`src/rtl/riscv_test_pkg.sv`:
```
`default_nettype none
// riscv_test_pkg: shared state encoding and constants for the riscv-tests end-of-test monitor.
package riscv_test_pkg;

    typedef enum logic [2:0] {
        ST_IDLE = 3'd0,
        ST_RUN  = 3'd1,
        ST_PASS = 3'd2,
        ST_FAIL = 3'd3,
        ST_TMO  = 3'd4
    } state_t;

    localparam int unsigned RESULT_PASS = 1;
    localparam int unsigned MODE_PC     = 0;
    localparam int unsigned MODE_TOHOST = 1;

endpackage
`default_nettype wire

```
`src/rtl/sat_counter.sv`:
```
`default_nettype none
// sat_counter: up-counter that sticks at all-ones, with synchronous clear.
module sat_counter #(
    parameter int W = 32
) (
    input  logic         clk,
    input  logic         rst,
    input  logic         clr,
    input  logic         en,
    output logic [W-1:0] q
);

    always_ff @(posedge clk or posedge rst) begin
        if (rst) begin
            q <= '0;
        end else if (clr) begin
            q <= '0;
        end else if (en && (q != '1)) begin
            q <= q + 1'b1;
        end
    end

endmodule
`default_nettype wire

```
`src/rtl/riscv_test_monitor.sv`:
```
`default_nettype none
// riscv_test_monitor: snoops retire, register-file and store traffic to detect
// riscv-tests completion, decode pass/fail, and run a watchdog.
module riscv_test_monitor
    import riscv_test_pkg::*;
#(
    parameter int unsigned     XLEN        = 32,
    parameter int unsigned     MODE        = 0,
    parameter logic [XLEN-1:0] END_PC      = 'h44,
    parameter logic [XLEN-1:0] TOHOST_ADDR = 'h1000,
    parameter int unsigned     GP_REG      = 3,
    parameter int unsigned     TIMEOUT     = 5000,
    parameter int unsigned     CNT_W       = 32
) (
    input  logic             clk,
    input  logic             rst,
    input  logic             start,
    input  logic             clear,
    input  logic             retire_valid,
    input  logic [XLEN-1:0]  pc,
    input  logic             rf_we,
    input  logic [4:0]       rf_waddr,
    input  logic [XLEN-1:0]  rf_wdata,
    input  logic             st_valid,
    input  logic [XLEN-1:0]  st_addr,
    input  logic [XLEN-1:0]  st_data,
    output logic             done,
    output logic             passed,
    output logic             failed,
    output logic             timeout,
    output logic [XLEN-2:0]  test_num,
    output logic [CNT_W-1:0] cycle_count,
    output logic [CNT_W-1:0] retire_count
);

    state_t          state;
    state_t          state_next;
    logic [XLEN-1:0] gp_shadow;
    logic [XLEN-1:0] result;
    logic            gp_write;
    logic            in_run;
    logic            end_event;
    logic            wdog_hit;

    always_comb begin
        in_run   = (state == ST_RUN);
        gp_write = rf_we && (rf_waddr == 5'(GP_REG)) && (GP_REG != 0);
        if (MODE == MODE_TOHOST) begin
            end_event = in_run && st_valid && (st_addr == TOHOST_ADDR) && (st_data != '0);
            result    = st_data;
        end else begin
            end_event = in_run && retire_valid && (pc == END_PC);
            // A gp write landing with the end-PC retire must be visible to the decode.
            result    = gp_write ? rf_wdata : gp_shadow;
        end
        // Compared at 64 bits so a TIMEOUT beyond the counter range never fires.
        wdog_hit = in_run && (TIMEOUT != 0) &&
                   (64'(cycle_count) == (64'(TIMEOUT) - 64'd1));
    end

    always_comb begin
        state_next = state;
        case (state)
            ST_IDLE: if (start) state_next = ST_RUN;
            ST_RUN: begin
                if (end_event) begin
                    state_next = (result == XLEN'(RESULT_PASS)) ? ST_PASS : ST_FAIL;
                end else if (wdog_hit) begin
                    state_next = ST_TMO;
                end
            end
            ST_PASS, ST_FAIL, ST_TMO: state_next = state;
            default: state_next = ST_IDLE;
        endcase
        if (clear) state_next = ST_IDLE;
    end

    always_ff @(posedge clk or posedge rst) begin
        if (rst) begin
            state    <= ST_IDLE;
            done     <= 1'b0;
            passed   <= 1'b0;
            failed   <= 1'b0;
            timeout  <= 1'b0;
            test_num <= '0;
        end else begin
            state   <= state_next;
            done    <= (state_next == ST_PASS) || (state_next == ST_FAIL) || (state_next == ST_TMO);
            passed  <= (state_next == ST_PASS);
            failed  <= (state_next == ST_FAIL);
            timeout <= (state_next == ST_TMO);
            if (state_next != ST_FAIL) begin
                test_num <= '0;
            end else if (state == ST_RUN) begin
                test_num <= result[XLEN-1:1];
            end
        end
    end

    always_ff @(posedge clk or posedge rst) begin
        if (rst) begin
            gp_shadow <= '0;
        end else if (gp_write) begin
            gp_shadow <= rf_wdata;
        end
    end

    sat_counter #(.W(CNT_W)) u_cycle_cnt (
        .clk (clk),
        .rst (rst),
        .clr (clear),
        .en  (in_run),
        .q   (cycle_count)
    );

    sat_counter #(.W(CNT_W)) u_retire_cnt (
        .clk (clk),
        .rst (rst),
        .clr (clear),
        .en  (in_run && retire_valid),
        .q   (retire_count)
    );

endmodule
`default_nettype wire

```
`config.mk`:
```
export PLATFORM = sky130hd
export DESIGN_NAME = riscv_test_monitor
export DESIGN_NICKNAME = d
export VERILOG_FILES = /design/src/rtl/riscv_test_pkg.sv /design/src/rtl/sat_counter.sv /design/src/rtl/riscv_test_monitor.sv
export SDC_FILE = /design/constraint.sdc
export NUM_CORES = 1
export LEC_CHECK = 0
export ABC_CLOCK_PERIOD_IN_PS = 5500
export BUFFER_PORTS_ARGS = -buffer_cell sky130_fd_sc_hd__buf_2
export CORE_MARGIN = 2
export CORE_UTILIZATION = 23
export CTS_CLUSTER_SIZE = 25
export DETAILED_ROUTE_END_ITERATION = 12
export PLACE_DENSITY_LB_ADDON = 0.12
export RECOVER_POWER = 100
export SLEW_MARGIN = 20
export SYNTH_ARGS = -nofsm -noshare
export SYNTH_HDL_FRONTEND = slang
export SYNTH_SLANG_ARGS = --single-unit
```
`constraint.sdc`:
```
create_clock -name clk -period 5.5 [get_ports clk]
set_input_delay 0.55 -clock clk [delete_from_list [all_inputs] [get_ports clk]]
set_output_delay 0.55 -clock clk [all_outputs]
set_load 0.05 [all_outputs]
```
Yosys cells after proc, flatten, opt, wreduce, memory -nomap -nowiden:

Cells that the tools add are included.

* output and inout port bits: 99
* word-level logic and storage cells: 51
* flip-flop bits (word level): 134

* add/subtract/negate cells: 2
* reduce and logical (&&, ||, !) cells: 13
* equality and inequality tests: 14
* multiplexer cells: 13

Operators by type and width (number)
* 32-bit two-way mux: 5
* 32-bit by 1-bit adder with 32-bit output (second input constant): 2
* 32-bit inequality test (second input constant): 2
* 31-bit two-way mux: 2
* 32-bit by 1-bit equality test with 1-bit output (second input constant): 1
* 32-bit by 13-bit equality test with 1-bit output (second input constant): 1
* 32-bit by 7-bit equality test with 1-bit output (second input constant): 1
* 3-bit by 2-bit equality test with 1-bit output (second input constant): 4
* 3-bit two-way mux: 4
* 3-bit one-hot mux with 3 select lines: 1
* 3-bit equality test (second input constant): 2
* 1-bit logical AND: 6
* 2-bit nonzero test: 3
* 5-bit by 2-bit equality test with 1-bit output (second input constant): 1
* 3-bit by 1-bit equality test with 1-bit output (second input constant): 1
* 3-bit logical NOT: 1
* 3-bit by 2-bit inequality test with 1-bit output (second input constant): 1
* 3-bit OR reduction: 1
* 1-bit logical OR: 2
* 1-bit two-way mux: 1

Depth between registers and ports, before layout:

Gate-level depths: netlist of the first run.

* depth after elaboration: 11
* mapped depth: 10

Cells and area by module:

From an unflattened synthesis of the first run, not the netlist that was laid out.

* cells, all modules: 625
* area total of the unflattened synthesis: 6765.2 µm²

By module, submodules not included
* sat_counter: cells an instance 186, area an instance 1740.4 µm², times used 2, sequential area each 800.8 µm²
* riscv_test_monitor: cells an instance 253, area an instance 3284.4 µm², times used 1, sequential area each 1751.7 µm²

Worst setup path after synthesis of the first run:

Ideal clock, no wire load.

* kind: register -> register
* start point: register u_cycle_cnt.q[0]
* end point: register u_cycle_cnt.q[26]
* arrival time: 2655 ps
* path slack: 2767 ps
* data required time: 5422 ps
* library setup time: 78 ps
* cell stages (with the launch flop): 8
* cell sequence: dfrtp_1 ha_1 nand3_1 or4_1 clkbuf_1 or3_4 or4_1 a21oi_1

* longest elaborated chain between the ends: 3
* elaborated cells on any way between the ends: 6
* those cells by class: add/sub: 1; eq/ne: 1; mux: 2; reduce/logical: 2

RTL lines
* start, declared: line sat_counter.sv:10 `output logic [W-1:0] q`
* start signal, assigned: line sat_counter.sv:19 `q <= q + 1'b1;`
* 32-bit by 1-bit adder with 32-bit output / 32-bit inequality test (equally long branches): line sat_counter.sv:19, sat_counter.sv:18
* 32-bit two-way mux / 1-bit logical AND (equally long branches): line sat_counter.sv:18 `end else if (en && (q != '1)) begin`
* 32-bit two-way mux / 2-bit nonzero test (equally long branches)

Several ways; a longest one is shown, not always the timed one. The select of a mux whose other input is x is not followed.
A chain may end at the register's enable or synchronous reset.

Final worst setup path of the first run:

* start point: register u_retire_cnt.q[12]
* end point: register u_retire_cnt.q[13]

* longest elaborated chain between the ends: 3
* elaborated cells on any way between the ends: 6
* those cells by class: add/sub: 1; eq/ne: 1; mux: 2; reduce/logical: 2

RTL lines (line)
* start, declared: sat_counter.sv:10
* start signal, assigned: sat_counter.sv:19
* 32-bit by 1-bit adder with 32-bit output / 32-bit inequality test (equally long branches): sat_counter.sv:19, sat_counter.sv:18
* 32-bit two-way mux / 1-bit logical AND (equally long branches): sat_counter.sv:18
* 32-bit two-way mux / 2-bit nonzero test (equally long branches)

Several ways; a longest one is shown, not always the timed one. The select of a mux whose other input is x is not followed.

==> run metrics, run 1 <==
CP startpoint kind=flip-flop; Synth Flop Type=dfrtp_1; Core Area=0.0295 sq mm; Max Slew Vio Count=178; Async SR Flop Fraction=1.00; initial antenna violation count=2; worst-case clock skew=0.0138 ns; CTS tree=done; vias in the first global route=6004; detailed placement HPWL=14700 microns; CTS Buf Count=17; # DRC=0; Pre-antenna DRT Iters=4; Peak Freq=0.261 GHz; commonest cells after routing, fill and taps aside=134 x dfrtp_1, 105 x clkbuf_1, 73 x buf_2; outcome=finished with violations; GP Congestion=0.708; Multi-input gate area=0.00326 sq mm; unrepaired setup endpoints after global routing=no; synthesized flop and latch total=134; CP delay by family, top=simple AND/OR/NAND/NOR gates; worst path cell trace=nand4_1, or3_1, nor4_1, clkbuf_1, nor4_1, mux2_2; total die area=0.0312 sq mm; final std cells w/o fill=1229; Simple-Gate Fraction of Synth Area=0.242; Area Overhead vs Synth=25.5%; required time of the critical path=5.81 ns; Synth area leaders=dfrtp_1 49%, mux2_2 6.7%, nor4_1 5.4%, mux2i_1 4.5%, a21oi_1 2.9%; PD cells=299 mW/mm^2; Largest stage delay, worst path=1.16 ns; buffer count from post-CTS setup fixing=0; Nets=964; Min Hold Slack=0.321 ns; proportion of layout cells with a drive suffix above 1=0.162; Seq. cell area=0.00335 sq mm; leak pwr=3.30 nW; Netlist cell types=48; maximum vdd drop=163 uV; slowest CP cell=nor4_1; Avg Inst Size Synth=10.3 sq um; synthesized area=0.00684 sq mm; Fin Setup TNS=0 ns; largest family of logic cells by synthesized area=simple AND/OR/NAND/NOR gates; aggregate global-route resource usage=0.144; DR vias/cell=4.84; final setup vio count=0; post-synthesis xor/xnor area fraction=0.0205; DR WL/cell=17.8 microns; clk_lat worst skew=0.43 ns; max-cap violation count=6; CP max FO=26; routed wire length=21900 microns; PostCTS Resize Cnt=0; commonest non-fill, non-tap cell in the layout=dfrtp_1; Setup CP Type=flip-flop to flip-flop; Ports=239; standard-cell rows=63; first-pass GRT wire length=35000 microns; Synth Area in Adders=0.00366; H-tree depth=4; post-synthesis compound-gate area fraction=0.0987; post-synth top area share=0.490; Bufs and invs on worst path=1; DR iter-0 viols=393; Port Buf Inserts=173; CP Data Arrival Time=4.14 ns; Initial Util=0.232; # fillers=3215; dpl cells=1193; grt ovf=0; Post-synth EDFFs=0; Final Hold Vio Count=0; Tcrit/Tclk final=0.697; Yosys warnings=0; Yosys top cell by area=dfrtp_1; CTS root buf=clkbuf_16; Tightest Hold Check Type=input port to asynchronous set/reset pin; total clock sinks=134; Worst Setup End Kind=flip-flop; Final Critical Period=3.83 ns; Most common cell on crit path=nor4_1; worst slew pin tran=2.65 ns; Clock Path Buffers=2; Mapped Nets=808; largest net degree at the start of global routing=95; Post-Syn Instances=666; clock slew seen by the registers of the worst setup and hold paths=0.07 ns; routed vias=5949; slew margin rel.=-0.766; Post-DRT Antenna Nets=0; failing checks=max-capacitance violations, max-slew violations; Die Y=177 microns; register area share after synthesis=0.490; post-synthesis mux area share=0.113; DIE WIDTH=177 microns; CTS Hold Bufs=0
==> flip-flops by register name, indices dropped and copies added, names as in the netlist <==
signal	flops
u_cycle_cnt.q	32
state	3
test_num	31
passed	1
done	1
failed	1
u_retire_cnt.q	32
timeout	1
gp_shadow	32
==> synth_stat cells, types with 3 or more instances <==
cell	count
a211o_1	3
o31ai_1	22
or4_1	26
nor2b_1	10
nor3_1	15
mux2_2	41
xnor2_1	15
dfrtp_1	134
nand2_1	29
a211oi_1	7
clkbuf_1	36
and3_1	6
or3_1	15
and2_1	4
nor4_1	59
and4_1	5
buf_2	5
a31oi_1	3
mux2i_1	31
nor2_1	38
a21oi_1	40
nand3_1	25
nand4_1	29
o21ai_0	15
inv_1	9
nor4b_1	8
a2111oi_0	6
==> per-stage QoR <==
stage                     setup WS, ns  total power, mW  instance area [sq um]   util
after floorplan                   1.37             1.22                   6840      -
final                             1.67             2.57                   8590  0.291
after CTS                         2.30             2.62                   8750  0.297
after global placement            2.22             1.30                   8100  0.275
after global routing              1.26             2.68                   8580  0.291
after detailed placement          2.22             1.30                   8100  0.275
==> kinds of logic (layout without fill, tap and decap cells) <==
logic type,count (synthesis),in the layout
DFF,134,134
other,0,4
and+or+nand+nor,283,283
buffers and inverters,53,222
AOI/OAI and AO/OA,106,106
adders and majority gates,2,2
xor gates and xnor gates,16,16
muxes,72,72
==> power breakdown <==
part	internal [mW]	total (mW)	switching (mW)
clock	0.789	1.29	0.506
combinational	0.0842	0.210	0.126
sequential	1.03	1.06	0.0272
total	1.91	2.57	0.659
==> layer usage <==
layer | track usage | share of wire | vias up
li1 | - | - | 2890
met1 | 0.190 | 0.47 | 2912
met2 | 0.226 | 0.45 | 134
met3 | 0.0474 | 0.062 | 13
met4 | 0.0396 | 0.011 | 0
met5 | 0 | 0 | -
==> cell type report <==
cell class / count / share of cell area
timing repair buffer: 181 / 0.0911
sequential: 134 / 0.390
tap: 390 / 0.0568
multi-input combinational: 479 / 0.380
clock inverter: 14 / 0.0248
clock buffer: 18 / 0.0511
inverter: 9 / 0.00452
antenna: 4 / 0.00117
==> worst paths after layout <==
check                                                from                             end  slack [ns]  cells past startpoint
hold reg to reg                    gp_shadow[4]$_DFF_PP0_          gp_shadow[4]$_DFF_PP0_        0.51                      1
setup / recovery           u_retire_cnt.q[12]$_DFFE_PP0P_  u_retire_cnt.q[13]$_DFFE_PP0P_        1.67                      6
hold / removal                                        rst        test_num[24]$_DFFE_PP0P_        0.32                      2
max in group asynchronous                             rst   u_cycle_cnt.q[28]$_DFFE_PP0P_        2.43                      3
setup reg to reg           u_retire_cnt.q[12]$_DFFE_PP0P_  u_retire_cnt.q[13]$_DFFE_PP0P_        1.67                      6
min in group clk                             rf_wdata[21]         gp_shadow[21]$_DFF_PP0_        0.38                      2
(Power assumes the default switching activity.)
==> run 2: changes to the inputs <==
--- a/config.mk
+++ b/config.mk
@@ -5,7 +5,7 @@
 export SDC_FILE = /design/constraint.sdc
 export NUM_CORES = 1
 export LEC_CHECK = 0
-export ABC_CLOCK_PERIOD_IN_PS = 5500
+export ABC_CLOCK_PERIOD_IN_PS = 3600
 export BUFFER_PORTS_ARGS = -buffer_cell sky130_fd_sc_hd__buf_2
 export CORE_MARGIN = 2
 export CORE_UTILIZATION = 23
==> constraint.sdc (replaced) <==
create_clock -name clk -period 3.6 [get_ports clk]
set_input_delay 0.36 -clock clk [delete_from_list [all_inputs] [get_ports clk]]
set_output_delay 0.36 -clock clk [all_outputs]
set_load 0.05 [all_outputs]
==> run 2 against run 1 <==
Compared with the run above: critical endpoint is now test_num[9]$_DFFE_PP0P_; combinational power grew 55%; the run still ends with max-capacitance violations, max-slew violations left; worst hold slack lost 0.12 ns; cell area grew 0.16%; final cell count grew 0.41%; utilization is essentially flat; non-clock buffer count grew 6; sequential power grew 53%; first-iteration DRC count shrank 19%.
==> run metrics, run 2 (synthesis results as in run 1) <==
outcome=finished with violations; failing checks=max-capacitance violations, max-slew violations; Core Area=0.0295 sq mm; r2r startpoint=state[1]$_DFF_PP0_; Register-to-Register Setup Slack=0.71 ns; R2R depth=6; grt ovf=0; Hold EP=gp_shadow[24]$_DFF_PP0_; DIE WIDTH=177 microns; Port Buf Inserts=173; standard-cell rows=63; vias in the first global route=6250; Multi-input gate area=0.00327 sq mm; Fin Setup TNS=0 ns; hold_sp=rf_wdata[24]; first-pass GRT wire length=35400 microns; DR vias/cell=4.88; clk_lat worst skew=0.42 ns; Pre-antenna DRT Iters=4; proportion of layout cells with a drive suffix above 1=0.176; Tightest Hold Check Type=input port to flip-flop; largest net degree at the start of global routing=83; DR iter-0 viols=317; max-cap violation count=1; clock slew seen by the registers of the worst setup and hold paths=0.07 ns; Area Overhead vs Synth=25.7%; slew margin rel.=-0.248; maximum vdd drop=218 uV; Worst Hold Depth=2; Final Hold Vio Count=0; worst-case clock skew=0.0164 ns; CTS Buf Count=17; # fillers=3184; Tcrit/Tclk final=0.802; Peak Freq=0.346 GHz; worst slew pin tran=1.87 ns; CP max FO=34; Max Slew Vio Count=33; Post-DRT Antenna Nets=0; # DRC=0; Seq. cell area=0.00335 sq mm; routed wire length=22100 microns; Die Y=177 microns; GP Congestion=0.730; Setup CP Type=flip-flop to flip-flop; Top Registers=gp_shadow: 32 flops, u_cycle_cnt.q: 32 flops, u_retire_cnt.q: 32 flops; PD cells=437 mW/mm^2; DR WL/cell=17.9 microns; Initial Util=0.232; CP startpoint kind=flip-flop; buffer count from post-CTS setup fixing=0; detailed placement HPWL=15000 microns; Final Critical Period=2.89 ns; cell area after layout=0.00860 sq mm; Worst Setup End Kind=flip-flop; total clock sinks=134; total die area=0.0312 sq mm; required time of the critical path=3.91 ns; Clock Path Buffers=2; Nets=970; initial antenna violation count=4; CTS tree=done; leak pwr=3.32 nW; aggregate global-route resource usage=0.144; commonest non-fill, non-tap cell in the layout=dfrtp_1; H-tree depth=4; CTS root buf=clkbuf_16; commonest cells after routing, fill and taps aside=134 x dfrtp_1, 102 x clkbuf_1, 74 x buf_2; final setup vio count=0; Post-DP Area=0.00814 sq mm; CP Data Arrival Time=3.20 ns; unrepaired setup endpoints after global routing=no; RR Endpoint=test_num[9]$_DFFE_PP0P_; routed vias=6020; Ports=239
==> run 2: changes by cell type in the layout (fill, tap and decap cells not counted), sizes merged <==
cell | previous run | this run
clkinvlp | 0 | 3
diode | 4 | 3
inv | 17 | 15
dlygate4sd3 | 0 | 1
clkinv | 2 | 3
bufinv | 4 | 2
buf | 76 | 81
==> run 2: critical path, stage by stage (launching register included) <==
cell	delay (ns)
dfrtp_1	0.47
nor3b_1	0.29
nand2_1	0.15
or3_1	0.56
a211o_1	0.35
clkbuf_2	0.53
nor4_1	0.43
==> run 2: cell type report <==
type                       instances  share of cell area
clock inverter                    14              0.0188
antenna                            3            0.000873
inverter                           9             0.00407
multi-input combinational        479               0.381
tap                              390              0.0567
clock buffer                      18              0.0511
sequential                       134               0.390
timing repair buffer             187              0.0980
==> run 2: report_power, final <==
group | internal (mW) | leakage [nW] | switching, mW
Clock | 1.06 | 0.291 | 0.755
Combinational | 0.131 | 1.20 | 0.195
Sequential | 1.58 | 1.83 | 0.0415
==> run 2: timing repair <==
action / in CTS / in global routing
endpoints found under the setup margin: 0 / 0
hold endpoints to repair: 1 / 0
hold buffers: 1 / 0
resized for setup: 0 / 0
==> run 2: stage by stage <==
stage                     hold WS, ns  cells  power, mW  utilization  setup WS, ns
after CTS                       0.181   1231       3.85        0.297         0.907
after detailed placement        0.252   1198       1.99        0.276         0.939
after global placement          0.251   1198       1.99        0.276         0.950
final                           0.198   1234       3.76        0.292         0.712
after floorplan                 0.471    666       1.86            -         0.867
after global routing            0.190   1232       3.94        0.292         0.469
==> run 2: routing by layer <==
| metal | wire [microns] | track usage | vias up |
|---|---|---|---|
| met3 | 1310 | 0.0469 | 17 |
| met1 | 10200 | 0.186 | 2965 |
| met4 | 302 | 0.0375 | 2 |
| met2 | 10300 | 0.232 | 134 |
| li1 | - | - | 2902 |
| met5 | 16 | 0 | - |
==> run 2: worst max path at each step <==
stage	from	endpoint	slack (ns)
global route	state[2]$_DFF_PP0_	test_num[0]$_DFFE_PP0P_	0.47
finish	state[1]$_DFF_PP0_	test_num[9]$_DFFE_PP0P_	0.71
detailed placement	u_cycle_cnt.q[0]$_DFFE_PP0P_	u_cycle_cnt.q[26]$_DFFE_PP0P_	0.94
global placement	u_cycle_cnt.q[0]$_DFFE_PP0P_	u_cycle_cnt.q[26]$_DFFE_PP0P_	0.95
floorplan	u_cycle_cnt.q[0]$_DFFE_PP0P_	u_cycle_cnt.q[26]$_DFFE_PP0P_	0.87
CTS	u_cycle_cnt.q[0]$_DFFE_PP0P_	u_cycle_cnt.q[26]$_DFFE_PP0P_	0.91
